`src/rtl/dmem_arbiter.sv`:
```
// dmem_arbiter
// Shares the single-port data memory between the pipeline MEM stage (CPU)
// and a DMA/loader port. Opens one multi-cycle access at a time, drives the
// memory strobes from the current owner, and stalls the pipeline until the
// CPU access completes.
//
// Ports
//   clk, reset                       clock (rising edge), async active-low reset
//   cpu_rd, cpu_wr, cpu_addr,        MEM-stage request (write wins over read)
//   cpu_wdata
//   cpu_rdata, cpu_stall             read data (valid in completion cycle), freeze
//   dma_req, dma_we, dma_addr,       DMA request, held stable until dma_ack
//   dma_wdata
//   dma_ack, dma_rdata               completion pulse and read data
//   mem_addr, mem_wdata, mem_rd,     data memory interface
//   mem_wr, mem_rdata
//   conflict_cnt                     saturating count of CPU stall cycles
//                                    spent waiting on a DMA access
//
// state   | meaning
// --------+--------------------------------------------
// IDLE    | no access open; arbitration happens here
// CPU_ACC | CPU owns memory for cycles 2..MEM_LAT
// DMA_ACC | DMA owns memory for cycles 2..MEM_LAT

module dmem_arbiter #(
    parameter int ADDR_W     = 32,
    parameter int DATA_W     = 32,
    parameter int MEM_LAT    = 1,
    parameter int STARVE_MAX = 2,
    parameter int CNT_W      = 16
) (
    input  logic              clk,
    input  logic              reset,
    input  logic              cpu_rd,
    input  logic              cpu_wr,
    input  logic [ADDR_W-1:0] cpu_addr,
    input  logic [DATA_W-1:0] cpu_wdata,
    output logic [DATA_W-1:0] cpu_rdata,
    output logic              cpu_stall,
    input  logic              dma_req,
    input  logic              dma_we,
    input  logic [ADDR_W-1:0] dma_addr,
    input  logic [DATA_W-1:0] dma_wdata,
    output logic              dma_ack,
    output logic [DATA_W-1:0] dma_rdata,
    output logic [ADDR_W-1:0] mem_addr,
    output logic [DATA_W-1:0] mem_wdata,
    output logic              mem_rd,
    output logic              mem_wr,
    input  logic [DATA_W-1:0] mem_rdata,
    output logic [CNT_W-1:0]  conflict_cnt
);

    localparam int SW = (STARVE_MAX < 2) ? 1 : $clog2(STARVE_MAX + 1);
    localparam logic [SW-1:0] STARVE_TOP = SW'(STARVE_MAX);
    localparam logic [2:0]    LAT_LAST   = 3'(MEM_LAT - 1);

    typedef enum logic [1:0] {
        IDLE    = 2'd0,
        CPU_ACC = 2'd1,
        DMA_ACC = 2'd2
    } state_t;

    state_t            state;
    logic [2:0]        lat_cnt;
    logic [SW-1:0]     starve_cnt;
    logic [DATA_W-1:0] cpu_rdata_q;
    logic [DATA_W-1:0] dma_rdata_q;

    logic cpu_req;
    logic grant_cpu;
    logic grant_dma;
    logic own_cpu;
    logic own_dma;
    logic last_cycle;
    logic cpu_done;
    logic dma_done;

    always_comb begin
        cpu_req   = cpu_rd | cpu_wr;
        grant_cpu = 1'b0;
        grant_dma = 1'b0;
        // Grants are suppressed during reset so the strobes drop immediately.
        if (reset && state == IDLE) begin
            if (cpu_req && !(dma_req && starve_cnt == STARVE_TOP)) begin
                grant_cpu = 1'b1;
            end else if (dma_req) begin
                grant_dma = 1'b1;
            end
        end

        own_cpu = reset & (grant_cpu | (state == CPU_ACC));
        own_dma = reset & (grant_dma | (state == DMA_ACC));

        // Single-cycle memory completes in the grant cycle without leaving IDLE.
        if (MEM_LAT == 1) begin
            last_cycle = 1'b1;
        end else begin
            last_cycle = (state != IDLE) && (lat_cnt == LAT_LAST);
        end

        cpu_done = own_cpu & last_cycle;
        dma_done = own_dma & last_cycle;

        mem_addr  = '0;
        mem_wdata = '0;
        mem_rd    = 1'b0;
        mem_wr    = 1'b0;
        if (own_cpu) begin
            mem_addr  = cpu_addr;
            mem_wdata = cpu_wdata;
            mem_wr    = cpu_wr;
            mem_rd    = cpu_rd & ~cpu_wr;
        end else if (own_dma) begin
            mem_addr  = dma_addr;
            mem_wdata = dma_wdata;
            mem_wr    = dma_we;
            mem_rd    = ~dma_we;
        end
    end

    assign cpu_stall = reset & cpu_req & ~cpu_done;
    assign dma_ack   = dma_done;
    // Bypass makes read data usable in the completion cycle; the register holds it.
    assign cpu_rdata = cpu_done ? mem_rdata : cpu_rdata_q;
    assign dma_rdata = dma_done ? mem_rdata : dma_rdata_q;

    always_ff @(posedge clk or negedge reset) begin
        if (!reset) begin
            state        <= IDLE;
            lat_cnt      <= 3'd0;
            starve_cnt   <= '0;
            conflict_cnt <= '0;
            cpu_rdata_q  <= '0;
            dma_rdata_q  <= '0;
        end else begin
            case (state)
                IDLE: begin
                    if (MEM_LAT > 1) begin
                        if (grant_cpu) begin
                            state   <= CPU_ACC;
                            lat_cnt <= 3'd1;
                        end else if (grant_dma) begin
                            state   <= DMA_ACC;
                            lat_cnt <= 3'd1;
                        end
                    end
                end
                CPU_ACC, DMA_ACC: begin
                    if (lat_cnt == LAT_LAST) begin
                        state   <= IDLE;
                        lat_cnt <= 3'd0;
                    end else begin
                        lat_cnt <= lat_cnt + 3'd1;
                    end
                end
                default: begin
                    state   <= IDLE;
                    lat_cnt <= 3'd0;
                end
            endcase

            if (state == IDLE) begin
                if (grant_dma) begin
                    starve_cnt <= '0;
                end else if (grant_cpu && dma_req) begin
                    if (starve_cnt != STARVE_TOP) begin
                        starve_cnt <= starve_cnt + 1'b1;
                    end
                end else if (!dma_req) begin
                    starve_cnt <= '0;
                end
            end

            if (cpu_stall && state == DMA_ACC && conflict_cnt != '1) begin
                conflict_cnt <= conflict_cnt + 1'b1;
            end

            if (cpu_done) begin
                cpu_rdata_q <= mem_rdata;
            end
            if (dma_done) begin
                dma_rdata_q <= mem_rdata;
            end
        end
    end

endmodule

```
`config.mk`:
```
export PLATFORM = sky130hd
export DESIGN_NAME = dmem_arbiter
export DESIGN_NICKNAME = d
export VERILOG_FILES = /design/src/rtl/dmem_arbiter.sv
export SDC_FILE = /design/constraint.sdc
export NUM_CORES = 1
export LEC_CHECK = 0
export ABC_AREA = 1
export BUFFER_PORTS_ARGS = -buffer_cell sky130_fd_sc_hd__buf_2
export CAP_MARGIN = 10
export CORE_AREA = 2 2 123 125
export DETAILED_ROUTE_END_ITERATION = 7
export DIE_AREA = 0 0 125 127
export PLACE_DENSITY_LB_ADDON = 0.3
export SKIP_CTS_REPAIR_TIMING = 1
export SYNTH_ARGS = -nofsm -noshare
export SYNTH_HDL_FRONTEND = slang
export SYNTH_SLANG_ARGS = --single-unit
```
`constraint.sdc`:
```
create_clock -name clk -period 1.8 [get_ports clk]
set_clock_uncertainty 0.2 [all_clocks]
set_input_delay 0.09 -clock clk [delete_from_list [all_inputs] [get_ports clk]]
set_output_delay 0.09 -clock clk [all_outputs]
set_load 0.02 [all_outputs]
```
==> Yosys cells after proc, flatten, opt, wreduce, memory -nomap -nowiden <==
Cells that the tools add are included.
{ "word_totals": {"register_bits": 87, "in_bits": 166, "out_inout_bits": 148, "wordCells": 64} }
{ "classes": {"add_sub_neg": 3, "eq_ne": 8, "muxes": 23, "bitwise": 12, "reduce_logical": 12} }
{ "op_table": {"columns": ["cell", "n"], "rows": [
  ["$mux W32", 6],
  ["$add A16 B1 Y16 const B", 1],
  ["$ne A16 B16 Y1 const B", 1],
  ["$mux W2", 5],
  ["$mux W1", 9],
  ["$logic_and A1 B1 Y1", 6],
  ["$pmux W3 S2", 1],
  ["$and A1 B1 Y1", 5],
  ["$eq A2 B2 Y1 const B", 2],
  ["$ne A2 B2 Y1 const B", 2],
  ["$not A1 Y1", 4],
  ["$pmux W2 S2", 1],
  ["$add A3 B1 Y3 const B", 1],
  ["$logic_not A3 Y1", 1],
  ["$mux W3", 1],
  ["$ne A3 B1 Y1 const B", 1],
  ["$ne A3 B2 Y1 const B", 1],
  ["$or A1 B1 Y1", 3],
  ["$reduce_and A3 Y1", 1],
  ["$add A2 B1 Y2 const B", 1],
  ["$eq A2 B1 Y1 const B", 1],
  ["$logic_not A2 Y1", 1],
  ["$reduce_and A2 Y1", 1],
  ["$reduce_or A2 Y1", 1],
  ["$logic_not A1 Y1", 1]
]} }

==> Depth between registers and ports, before layout <==
Gate-level depths: netlist (run 1).
{ "depth": {"word_depth": 12, "depth_mapped": 8, "depth_no_buf": 7} }

==> Worst setup path before layout (run 1) <==
No wires, ideal clock.
{ "synth_path": {"path_type": "reg2out", "from": "register starve_cnt[0]", "to": "output cpu_stall", "arrival_ns": 1.382, "slack_ns": 0.128, "stages_incl_launch_ff": 7, "cell_sequence": "dfrtp_1 -> inv_1 -> ha_1 -> nand2_1 -> buf_4 -> buf_4 -> nor2_1"} }
{ "synth_via": {"elab_chain_len": 10} }
{ "synth_rtl": {"columns": ["element", "line", "rtl"], "rows": [
  ["start: declaration", "67", "logic [SW-1:0] starve_cnt;"],
  ["start signal: assignment", "169", "starve_cnt <= starve_cnt + 1'b1;"],
  ["$eq A2 B2 Y1", "86", "if (cpu_req && !(dma_req && starve_cnt == STARVE_TOP)) begin"],
  ["$logic_and A1 B1 Y1", "86", null],
  ["$logic_not A1 Y1", "86", null],
  ["$logic_and A1 B1 Y1", "86", null],
  ["$mux W1", "86", null],
  ["$mux W1", "85", "if (reset && state == IDLE) begin"],
  ["$or A1 B1 Y1", "93", "own_cpu = reset & (grant_cpu | (state == CPU_ACC));"],
  ["$and A1 B1 Y1", "93", null],
  ["$not A1 Y1", "123", "assign cpu_stall = reset & cpu_req & ~cpu_done;"],
  ["$and A1 B1 Y1", "123", null],
  ["end: declaration", "40", "output logic cpu_stall,"]
]} }
Every way passes these cells.

==> Worst setup path in the final report (run 1) <==
{ "layout_path": {"from": "register starve_cnt[0]", "to": "output dma_rdata[15]"} }
{ "layout_via": {"elab_chain_len": 9} }
{ "layout_rtl": {"columns": ["element", "line", "rtl"], "rows": [
  ["$eq A2 B2 Y1", "86", null],
  ["$logic_and A1 B1 Y1", "86", null],
  ["$logic_not A1 Y1", "86", null],
  ["$logic_and A1 B1 Y1", "86", null],
  ["$mux W1", "86", null],
  ["$mux W1", "85", null],
  ["$or A1 B1 Y1", "94", "own_dma = reset & (grant_dma | (state == DMA_ACC));"],
  ["$and A1 B1 Y1", "94", null],
  ["$mux W32", null, null],
  ["end: declaration", "46", "output logic [DATA_W-1:0] dma_rdata,"]
]} }
Every way passes these cells.

==> results of run 1 <==
## power by group through the flow
stage | Combinational, µW | Sequential, µW | Clock (µW)
2_1_floorplan | 1110 | 1810 | 0
6_report | 2480 | 1830 | 1880
5_1_grt | 2660 | 1850 | 1980
4_1_cts | 1990 | 1810 | 1910
3_5_place_dp | 1980 | 1830 | 0
3_3_place_gp | 1980 | 1820 | 0
## kinds of logic after synthesis
family                     share of synthesized area [%]
AOI/OAI and AO/OA                                  0.407
adders and majority gates                          0.313
buffers and inverters                               10.6
DFF                                                 41.3
other                                             0.0937
and+or+nand+nor                                     47.3
## worst paths after layout
| check | startpoint | endpoint | slack, ns | cells after the start |
|---|---|---|---|---|
| max | starve_cnt[0] | dma_rdata[15] | -0.32 | 9 |
| min in group clk | reset | starve_cnt[1] | 0.03 | 5 |
| min reg2reg | cpu_rdata_q[7] | cpu_rdata_q[7] | 0.27 | 2 |
| max reg2reg | starve_cnt[0] | dma_rdata_q[15] | 0.03 | 9 |
| min | reset | starve_cnt[0] | 0.02 | 2 |
| max in group asynchronous | reset | cpu_rdata_q[10] | 0.47 | 3 |
## cells in the mapped netlist
library cell | number | area share [%]
nand2_1 | 201 | 19
nand3_1 | 100 | 13
nand4_1 | 100 | 16
dfrtp_1 | 66 | 41
buf_2 | 34 | 4.3
buf_4 | 19 | 3.6
clkbuf_1 | 18 | 1.7
inv_1 | 8 | 0.75
buf_1 | 4 | 0.38
conb_1 | 1 | 0.094
ha_1 | 1 | 0.31
nand3b_1 | 1 | 0.19
nor2_1 | 1 | 0.094
o21ai_4 | 1 | 0.41
## metal layers
layer  vias to the layer above  part of all wire, %  global-route usage [%]
li1                       2582                    -                       -
met1                      2582                   40                    25.8
met2                       281                   50                    33.4
met3                        28                  7.3                    3.31
met4                         0                  2.4                    6.41
met5                         -                    0                       0
## sequential cells by signal, indices dropped and copies added (netlist names)
signal       count
dma_rdata_q     32
cpu_rdata_q     32
starve_cnt       2
## cells in the final DEF, fill, tap and decap left out, types with 2 or more instances in the layout
| master | Yosys | final |
|---|---|---|
| nand4_1 | 100 | 100 |
| buf_2 | 34 | 246 |
| inv_2 | 0 | 2 |
| clkbuf_16 | 0 | 18 |
| buf_6 | 0 | 43 |
| nand2_2 | 0 | 26 |
| conb_1 | 1 | 16 |
| nand2_4 | 0 | 13 |
| o21ai_4 | 1 | 2 |
| dlygate4sd3_1 | 0 | 36 |
| nand3_1 | 100 | 81 |
| nand3_2 | 0 | 17 |
| inv_1 | 8 | 5 |
| nand3_4 | 0 | 2 |
| clkinv_2 | 0 | 3 |
| nand2_1 | 201 | 162 |
| bufinv_16 | 0 | 2 |
| dfrtp_1 | 66 | 66 |
| buf_4 | 19 | 35 |
| buf_12 | 0 | 13 |
## metrics by stage
step	cells	cell area [µm²]	utilization [%]	setup TNS (ns)	power, µW
2_1_floorplan	570	4060	-	0	2920
4_1_cts	1026	6120	42.5	-43.51	5710
3_5_place_dp	1010	5810	40.2	-2.08	3810
3_3_place_gp	1010	5810	40.2	-0.771	3800
5_1_grt	1081	7390	51.2	-41.46	6490
6_report	1081	7390	51.2	-30.88	6190
## area by class of cell
cell class                 count  area (µm²)
multi-input combinational    422        2280
clock inverter                 7        92.6
tap                          184         230
sequential                    66        1650
inverter                       8        32.5
fill                        1420        7040
timing repair buffer         385        2870
clock buffer                   9         225
==> flow_metrics.py, run 1 <==
metrics = {
    "synth": {
        "ys_warn_count": 0,
        "syn_area_um2": 4000,
        "synth-seq-cells": 66,
        "synth_cells": 555,
        "yosysSeqAreaShare_pct": 41.3,
        "avgSynthCellArea_um2": 7.21,
        "synth_cell_type_count": 14,
    },
    "grt": {
        "grt_use_total_pct": 19.7,
        "grt_pass1_vias": 4830,
        "gr-total-overflow": 0,
        "grt_max_degree": 62,
        "antenna_found_initial": 0,
        "grt_pass1_wl_mm": 25.6,
    },
    "cts": {
        "cts_max_path_buffers": 2,
        "clk_pin_slew_ns": 0.06,
        "clock_latency_ns": 0.33,
        "tritoncts": "done",
        "cts_buffers": 9,
        "cts_sinks": 66,
        "cts_root_buf": "clkbuf_16",
        "htree_levels": 3,
    },
    "detailed_routing": {
        "routedWlPerCell_um": 18.0,
        "drc": 0,
        "drt_iter0_markers": 488,
        "via_per_inst": 5.06,
        "final_antenna_net_count": 0,
        "num_vias": 5473,
        "wirelength_mm": 19.5,
        "first_pass_iters": 5,
    },
    "placement": {
        "place_congestion": 0.777,
        "dp_slack_ns": -0.101,
        "port_buffers": 297,
        "hpwl_mm": 11.4,
    },
    "timing": {
        "grt_setup_unrepaired": "yes",
        "finalSetupViolCount": 132,
        "timing.final.crit_share_pct": 118,
        "hold_viol": 0,
        "fin_ws_ns": -0.321,
        "slew_violations": 0,
        "finalCriticalPeriod_ns": 2.12,
        "max_freq_mhz": 471,
        "max_slew_margin_pct": 51.8,
        "whs_ns": 0.0183,
        "tightest_slew_ns": 0.720,
    },
    "worst_setup_path": {
        "cpMaxStageDelayCell": "dfrtp_1",
        "setup.worst_path.start_class": "flip-flop",
        "worstPathArrival_ns": 1.83,
        "critPathKind": "reg -> out",
        "end_kind": "output port",
        "slowest_delay_ns": 0.39,
        "crit_chain": "inv_2, ha_4, inv_4, o21ai_4, buf_12, clkbuf_16, nand3_1, nand2_4, buf_6",
        "cp_max_fo": 6,
        "path_buf_inv": 5,
        "critPathRequiredTime_ns": 1.51,
        "crit_family": "buffers and inverters",
    },
    "layout": {
        "fin_nets": 1059,
        "drive_gt1_share_pct": 47.8,
        "syn2layout_area_growth_pct": 84.6,
        "n_antenna_cell": 0,
    },
    "job": {
        "cap_violations": 0,
    },
    "power_and_ir_drop": {
        "cell_internal_pwr_uw": 4000,
        "combPwrFrac_pct": 40.0,
        "switchingPower_uw": 2190,
        "irDropWorstVdd_mv": 0.510,
        "switching_share_pct": 35.4,
        "clkPwrFrac_pct": 30.4,
        "powerDensity_nw_per_um2": 838,
        "seqPwrFrac_pct": 29.6,
        "p_leak_uw": 0.00410,
    },
    "die": {
        "die_area_um2": 15900,
        "start_util_pct": 27.7,
        "die_width_um": 125,
        "rows": 44,
        "io_pins": 314,
        "die-height_um": 127,
        "core_um2": 14400,
    },
    "status": {
        "outcome": "complete, but fails checks",
        "violations": "setup timing",
    },
    "min_path": {
        "hold_path_class": "in -> async",
    },
}
No activity file was read; power rests on OpenSTA's default activity.
==> run 2, diff against run 1 <==
--- a/config.mk
+++ b/config.mk
@@ -13,6 +13,7 @@
 export DIE_AREA = 0 0 125 127
 export PLACE_DENSITY_LB_ADDON = 0.3
 export SKIP_CTS_REPAIR_TIMING = 1
+export SKIP_LAST_GASP = 1
 export SYNTH_ARGS = -nofsm -noshare
 export SYNTH_HDL_FRONTEND = slang
 export SYNTH_SLANG_ARGS = --single-unit
==> flow_metrics.py, run 2 (synthesis results as in run 1) <==
metrics = {
    "grt": {
        "grt_use_total_pct": 19.7,
        "gr-total-overflow": 0,
        "grt_max_degree": 62,
        "grt_pass1_wl_mm": 25.6,
        "antenna_found_initial": 0,
        "grt_pass1_vias": 4830,
    },
    "worst_setup_path": {
        "r2r-start": "starve_cnt[0]",
        "worstPathArrival_ns": 1.80,
        "cp_max_fo": 13,
        "end_kind": "output port",
        "critPathKind": "reg -> out",
        "setup.worst_path.start_class": "flip-flop",
        "r2r_end": "dma_rdata_q[4]",
        "r2r_cells": 9,
        "critPathRequiredTime_ns": 1.51,
        "crit_start": "starve_cnt[0]",
        "r2r_setup_slack_ns": 0.05,
        "crit_end": "dma_rdata[12]",
    },
    "cts": {
        "tritoncts": "done",
        "cts_max_path_buffers": 2,
        "clock_latency_ns": 0.33,
        "cts_sinks": 66,
        "htree_levels": 3,
        "cts_buffers": 9,
        "cts_root_buf": "clkbuf_16",
        "clk_pin_slew_ns": 0.06,
    },
    "placement": {
        "port_buffers": 297,
        "dpl.cell_count": 1010,
        "hpwl_mm": 11.4,
        "dp_slack_ns": -0.101,
        "place_congestion": 0.777,
    },
    "layout": {
        "final_common_cell": "buf_2",
        "n_antenna_cell": 0,
        "fin_util_pct": 49.7,
        "final_cell_mix": "buf_2, nand2_1, nand4_1",
        "drive_gt1_share_pct": 45.2,
        "fin_nets": 1059,
        "reg_top3": "cpu_rdata_q: 32 flops, dma_rdata_q: 32 flops, starve_cnt: 2 flops",
        "syn2layout_area_growth_pct": 79.2,
        "final_cells": 1081,
    },
    "status": {
        "outcome": "complete, but fails checks",
        "violations": "setup timing",
    },
    "detailed_routing": {
        "drt_iter0_markers": 441,
        "wirelength_mm": 19.1,
        "drc": 0,
        "final_antenna_net_count": 0,
        "first_pass_iters": 5,
        "routedWlPerCell_um": 17.6,
        "num_vias": 5412,
        "via_per_inst": 5.01,
    },
    "die": {
        "die-height_um": 127,
        "io_pins": 314,
        "rows": 44,
        "core_um2": 14400,
        "start_util_pct": 27.7,
        "die_area_um2": 15900,
        "die_width_um": 125,
    },
    "timing": {
        "hold_viol": 0,
        "finalCriticalPeriod_ns": 2.09,
        "finalSetupViolCount": 132,
        "timing.final.crit_share_pct": 116,
        "slew_violations": 0,
        "whs_ns": 0.0199,
        "tightest_slew_ns": 0.721,
        "fin_ws_ns": -0.293,
        "max_freq_mhz": 478,
        "max_slew_margin_pct": 51.8,
        "grt_setup_unrepaired": "yes",
    },
    "power_and_ir_drop": {
        "powerDensity_nw_per_um2": 848,
        "irDropWorstVdd_mv": 0.513,
        "p_leak_uw": 0.00408,
    },
    "job": {
        "cap_violations": 0,
    },
    "min_path": {
        "hold_path_class": "in -> async",
    },
}
-- run 2: how the worst min path moves through the flow --
| stage | from | end | slack, ns | cells past startpoint |
|---|---|---|---|---|
| after floorplan | reset | cpu_rdata_q[0] | -0.41 | 0 |
| after global placement | reset | starve_cnt[1] | -0.30 | 1 |
| after detailed placement | reset | starve_cnt[0] | -0.29 | 1 |
| after CTS | reset | starve_cnt[0] | -0.65 | 1 |
| after global routing | reset | starve_cnt[0] | 0.04 | 2 |
| final | reset | starve_cnt[0] | 0.02 | 2 |
-- run 2: cell type report --
class                   instances  area (µm²)
well taps                     184         230
repair buffers                385        2740
inverters                       8        32.5
fillers                      1440        7250
clock inverters                 7        92.6
clock buffers                   9         225
multi-input cells             422        2200
flip-flops and latches         66        1650
-- run 2: layer usage --
layer	GRT usage [%]	part of all wire, %	up-vias
met2	33.4	50	303
met3	3.31	6.9	27
li1	-	-	2585
met1	25.8	41	2497
met5	0	0	-
met4	6.41	2.3	0
-- run 2: critical path: stages, from the launching register on --
cell       delay (ns)
dfrtp_1          0.39
inv_2            0.09
ha_4             0.17
inv_4            0.05
o21ai_4          0.14
clkbuf_16        0.26
nand3_1          0.08
nand2_1          0.11
buf_2            0.18
-- run 2: through the flow --
| step | TNS (ns) | cell area, µm² | total power (µW) |
|---|---|---|---|
| 6_report | -30.78 | 7170 | 6080 |
| 2_1_floorplan | 0 | 4060 | 2920 |
| 3_5_place_dp | -2.08 | 5810 | 3810 |
| 3_3_place_gp | -0.771 | 5810 | 3800 |
| 5_1_grt | -42.29 | 7170 | 6390 |
| 4_1_cts | -43.51 | 6120 | 5710 |
-- run 2: where the power goes --
| part | switching [µW] | internal (µW) |
|---|---|---|
| registers | 89.3 | 1740 |
| logic | 1390 | 982 |
| clock network | 664 | 1210 |
| total | 2150 | 3930 |
==> run 3, diff against run 2 <==
--- a/config.mk
+++ b/config.mk
@@ -9,11 +9,13 @@
 export BUFFER_PORTS_ARGS = -buffer_cell sky130_fd_sc_hd__buf_2
 export CAP_MARGIN = 10
 export CORE_AREA = 2 2 123 125
+export CTS_BUF_LIST = sky130_fd_sc_hd__clkbuf_2
 export DETAILED_ROUTE_END_ITERATION = 7
 export DIE_AREA = 0 0 125 127
 export PLACE_DENSITY_LB_ADDON = 0.3
 export SKIP_CTS_REPAIR_TIMING = 1
 export SKIP_LAST_GASP = 1
+export SLEW_MARGIN = 20
 export SYNTH_ARGS = -nofsm -noshare
 export SYNTH_HDL_FRONTEND = slang
 export SYNTH_SLANG_ARGS = --single-unit
==> flow_metrics.py, run 3 (synthesis results as in run 1) <==
metrics = {
    "status": {
        "outcome": "complete, but fails checks",
        "violations": "hold timing, setup timing",
    },
    "layout": {
        "final_cells": 1111,
        "drive_gt1_share_pct": 52.9,
        "final_cell_mix": "buf_2, nand2_1, nand4_1",
        "final_common_cell": "buf_2",
        "reg_top3": "cpu_rdata_q: 32 flops, dma_rdata_q: 32 flops, starve_cnt: 2 flops",
        "fin_nets": 1089,
        "syn2layout_area_growth_pct": 99.7,
        "post-route-cell-area_um2": 7990,
        "n_antenna_cell": 0,
    },
    "timing": {
        "setup_tns_ns": -61.17,
        "fin_ws_ns": -0.537,
        "tightest_slew_ns": 0.733,
        "whs_ns": -0.839,
        "hold_viol": 11,
        "max_slew_margin_pct": 51.0,
        "max_freq_mhz": 428,
        "finalSetupViolCount": 140,
        "timing.final.crit_share_pct": 130,
        "grt_setup_unrepaired": "yes",
        "finalCriticalPeriod_ns": 2.34,
        "slew_violations": 0,
    },
    "power_and_ir_drop": {
        "p_leak_uw": 0.00432,
        "powerDensity_nw_per_um2": 718,
        "cell_internal_pwr_uw": 3510,
        "switchingPower_uw": 2230,
        "irDropWorstVdd_mv": 0.317,
        "combPwrFrac_pct": 49.8,
        "seqPwrFrac_pct": 32.1,
        "switching_share_pct": 38.8,
        "clkPwrFrac_pct": 18.1,
    },
    "cts": {
        "cts_buffers": 9,
        "htree_levels": 3,
        "cts_max_path_buffers": 2,
        "clk_pin_slew_ns": 0.20,
        "tritoncts": "done",
        "cts_sinks": 66,
        "cts_root_buf": "clkbuf_2",
        "clock_latency_ns": 0.49,
    },
    "grt": {
        "grt_use_total_pct": 19.4,
        "antenna_found_initial": 0,
        "grt_pass1_vias": 4796,
        "grt_max_degree": 62,
        "gr-total-overflow": 0,
        "grt_pass1_wl_mm": 25.3,
    },
    "die": {
        "rows": 44,
        "core_um2": 14400,
        "die-height_um": 127,
        "io_pins": 314,
        "die_area_um2": 15900,
        "die_width_um": 125,
        "start_util_pct": 27.7,
    },
    "worst_setup_path": {
        "r2r_cells": 10,
        "critPathKind": "reg -> out",
        "r2r-start": "starve_cnt[0]",
        "crit_start": "starve_cnt[0]",
        "setup.worst_path.start_class": "flip-flop",
        "cp_max_fo": 13,
        "end_kind": "output port",
        "worstPathArrival_ns": 2.05,
        "critPathRequiredTime_ns": 1.51,
    },
    "detailed_routing": {
        "first_pass_iters": 5,
        "num_vias": 5708,
        "drt_iter0_markers": 433,
        "drc": 0,
        "final_antenna_net_count": 0,
        "wirelength_mm": 21.1,
        "routedWlPerCell_um": 19.0,
        "via_per_inst": 5.14,
    },
    "placement": {
        "dpl.cell_count": 1010,
        "hpwl_mm": 11.4,
        "placed_cell_area_um2": 5810,
        "dp_slack_ns": -0.101,
        "place_congestion": 0.777,
        "port_buffers": 297,
    },
    "min_path": {
        "hold_path_class": "in -> async",
    },
    "job": {
        "cap_violations": 0,
    },
}
[run 3: power groups by stage]
stage / Combinational [µW] / Sequential, µW / Clock (µW)
detailed placement: 1980 / 1830 / 0
global placement: 1980 / 1820 / 0
finish: 2860 / 1840 / 1040
floorplan: 1110 / 1810 / 0
global route: 3020 / 1870 / 1130
CTS: 1990 / 1800 / 1060
[run 3: final cells by class]
type	instances	area, µm²
fill	1313	6430
timing repair buffer	415	3490
multi-input combinational	422	2440
sequential	66	1650
tap	184	230
clock inverter	7	92.6
clock buffer	9	45.0
inverter	8	32.5
[run 3: through the flow]
| step | power (µW) | hold slack (ns) | utilization, % |
|---|---|---|---|
| floorplan | 2920 | -0.406 | - |
| global placement | 3800 | -0.296 | 40.2 |
| detailed placement | 3810 | -0.294 | 40.2 |
| CTS | 4840 | -0.884 | 41.2 |
| global route | 6030 | -0.906 | 55.4 |
| finish | 5740 | -0.839 | 55.4 |
[run 3: metal layers]
metal	track usage [%]	vias to the layer above	wire length (µm)
met4	5.29	0	359
met5	0	-	0
met1	25.7	2752	8460
met3	2.85	26	1410
li1	-	2643	-
met2	33.4	287	10800
[run 3: final timing paths]
kind / slack, ns / to
max in group asynchronous: 0.57 / dma_rdata_q[10]
worst min-delay path: -0.84 / starve_cnt[1]
worst max-delay path: -0.54 / dma_rdata[14]
worst min register to register: 0.29 / cpu_rdata_q[7]
min in group clk: -0.10 / cpu_rdata_q[23]
worst max register to register: -0.06 / dma_rdata_q[7]
[run 3: worst max-delay path, stage by stage, from the launching register on]
cell	delay (ns)
dfrtp_1	0.43
inv_2	0.09
ha_4	0.15
inv_2	0.05
o21ai_4	0.10
buf_12	0.18
buf_8	0.17
nand3_1	0.10
nand2_1	0.10
buf_2	0.17
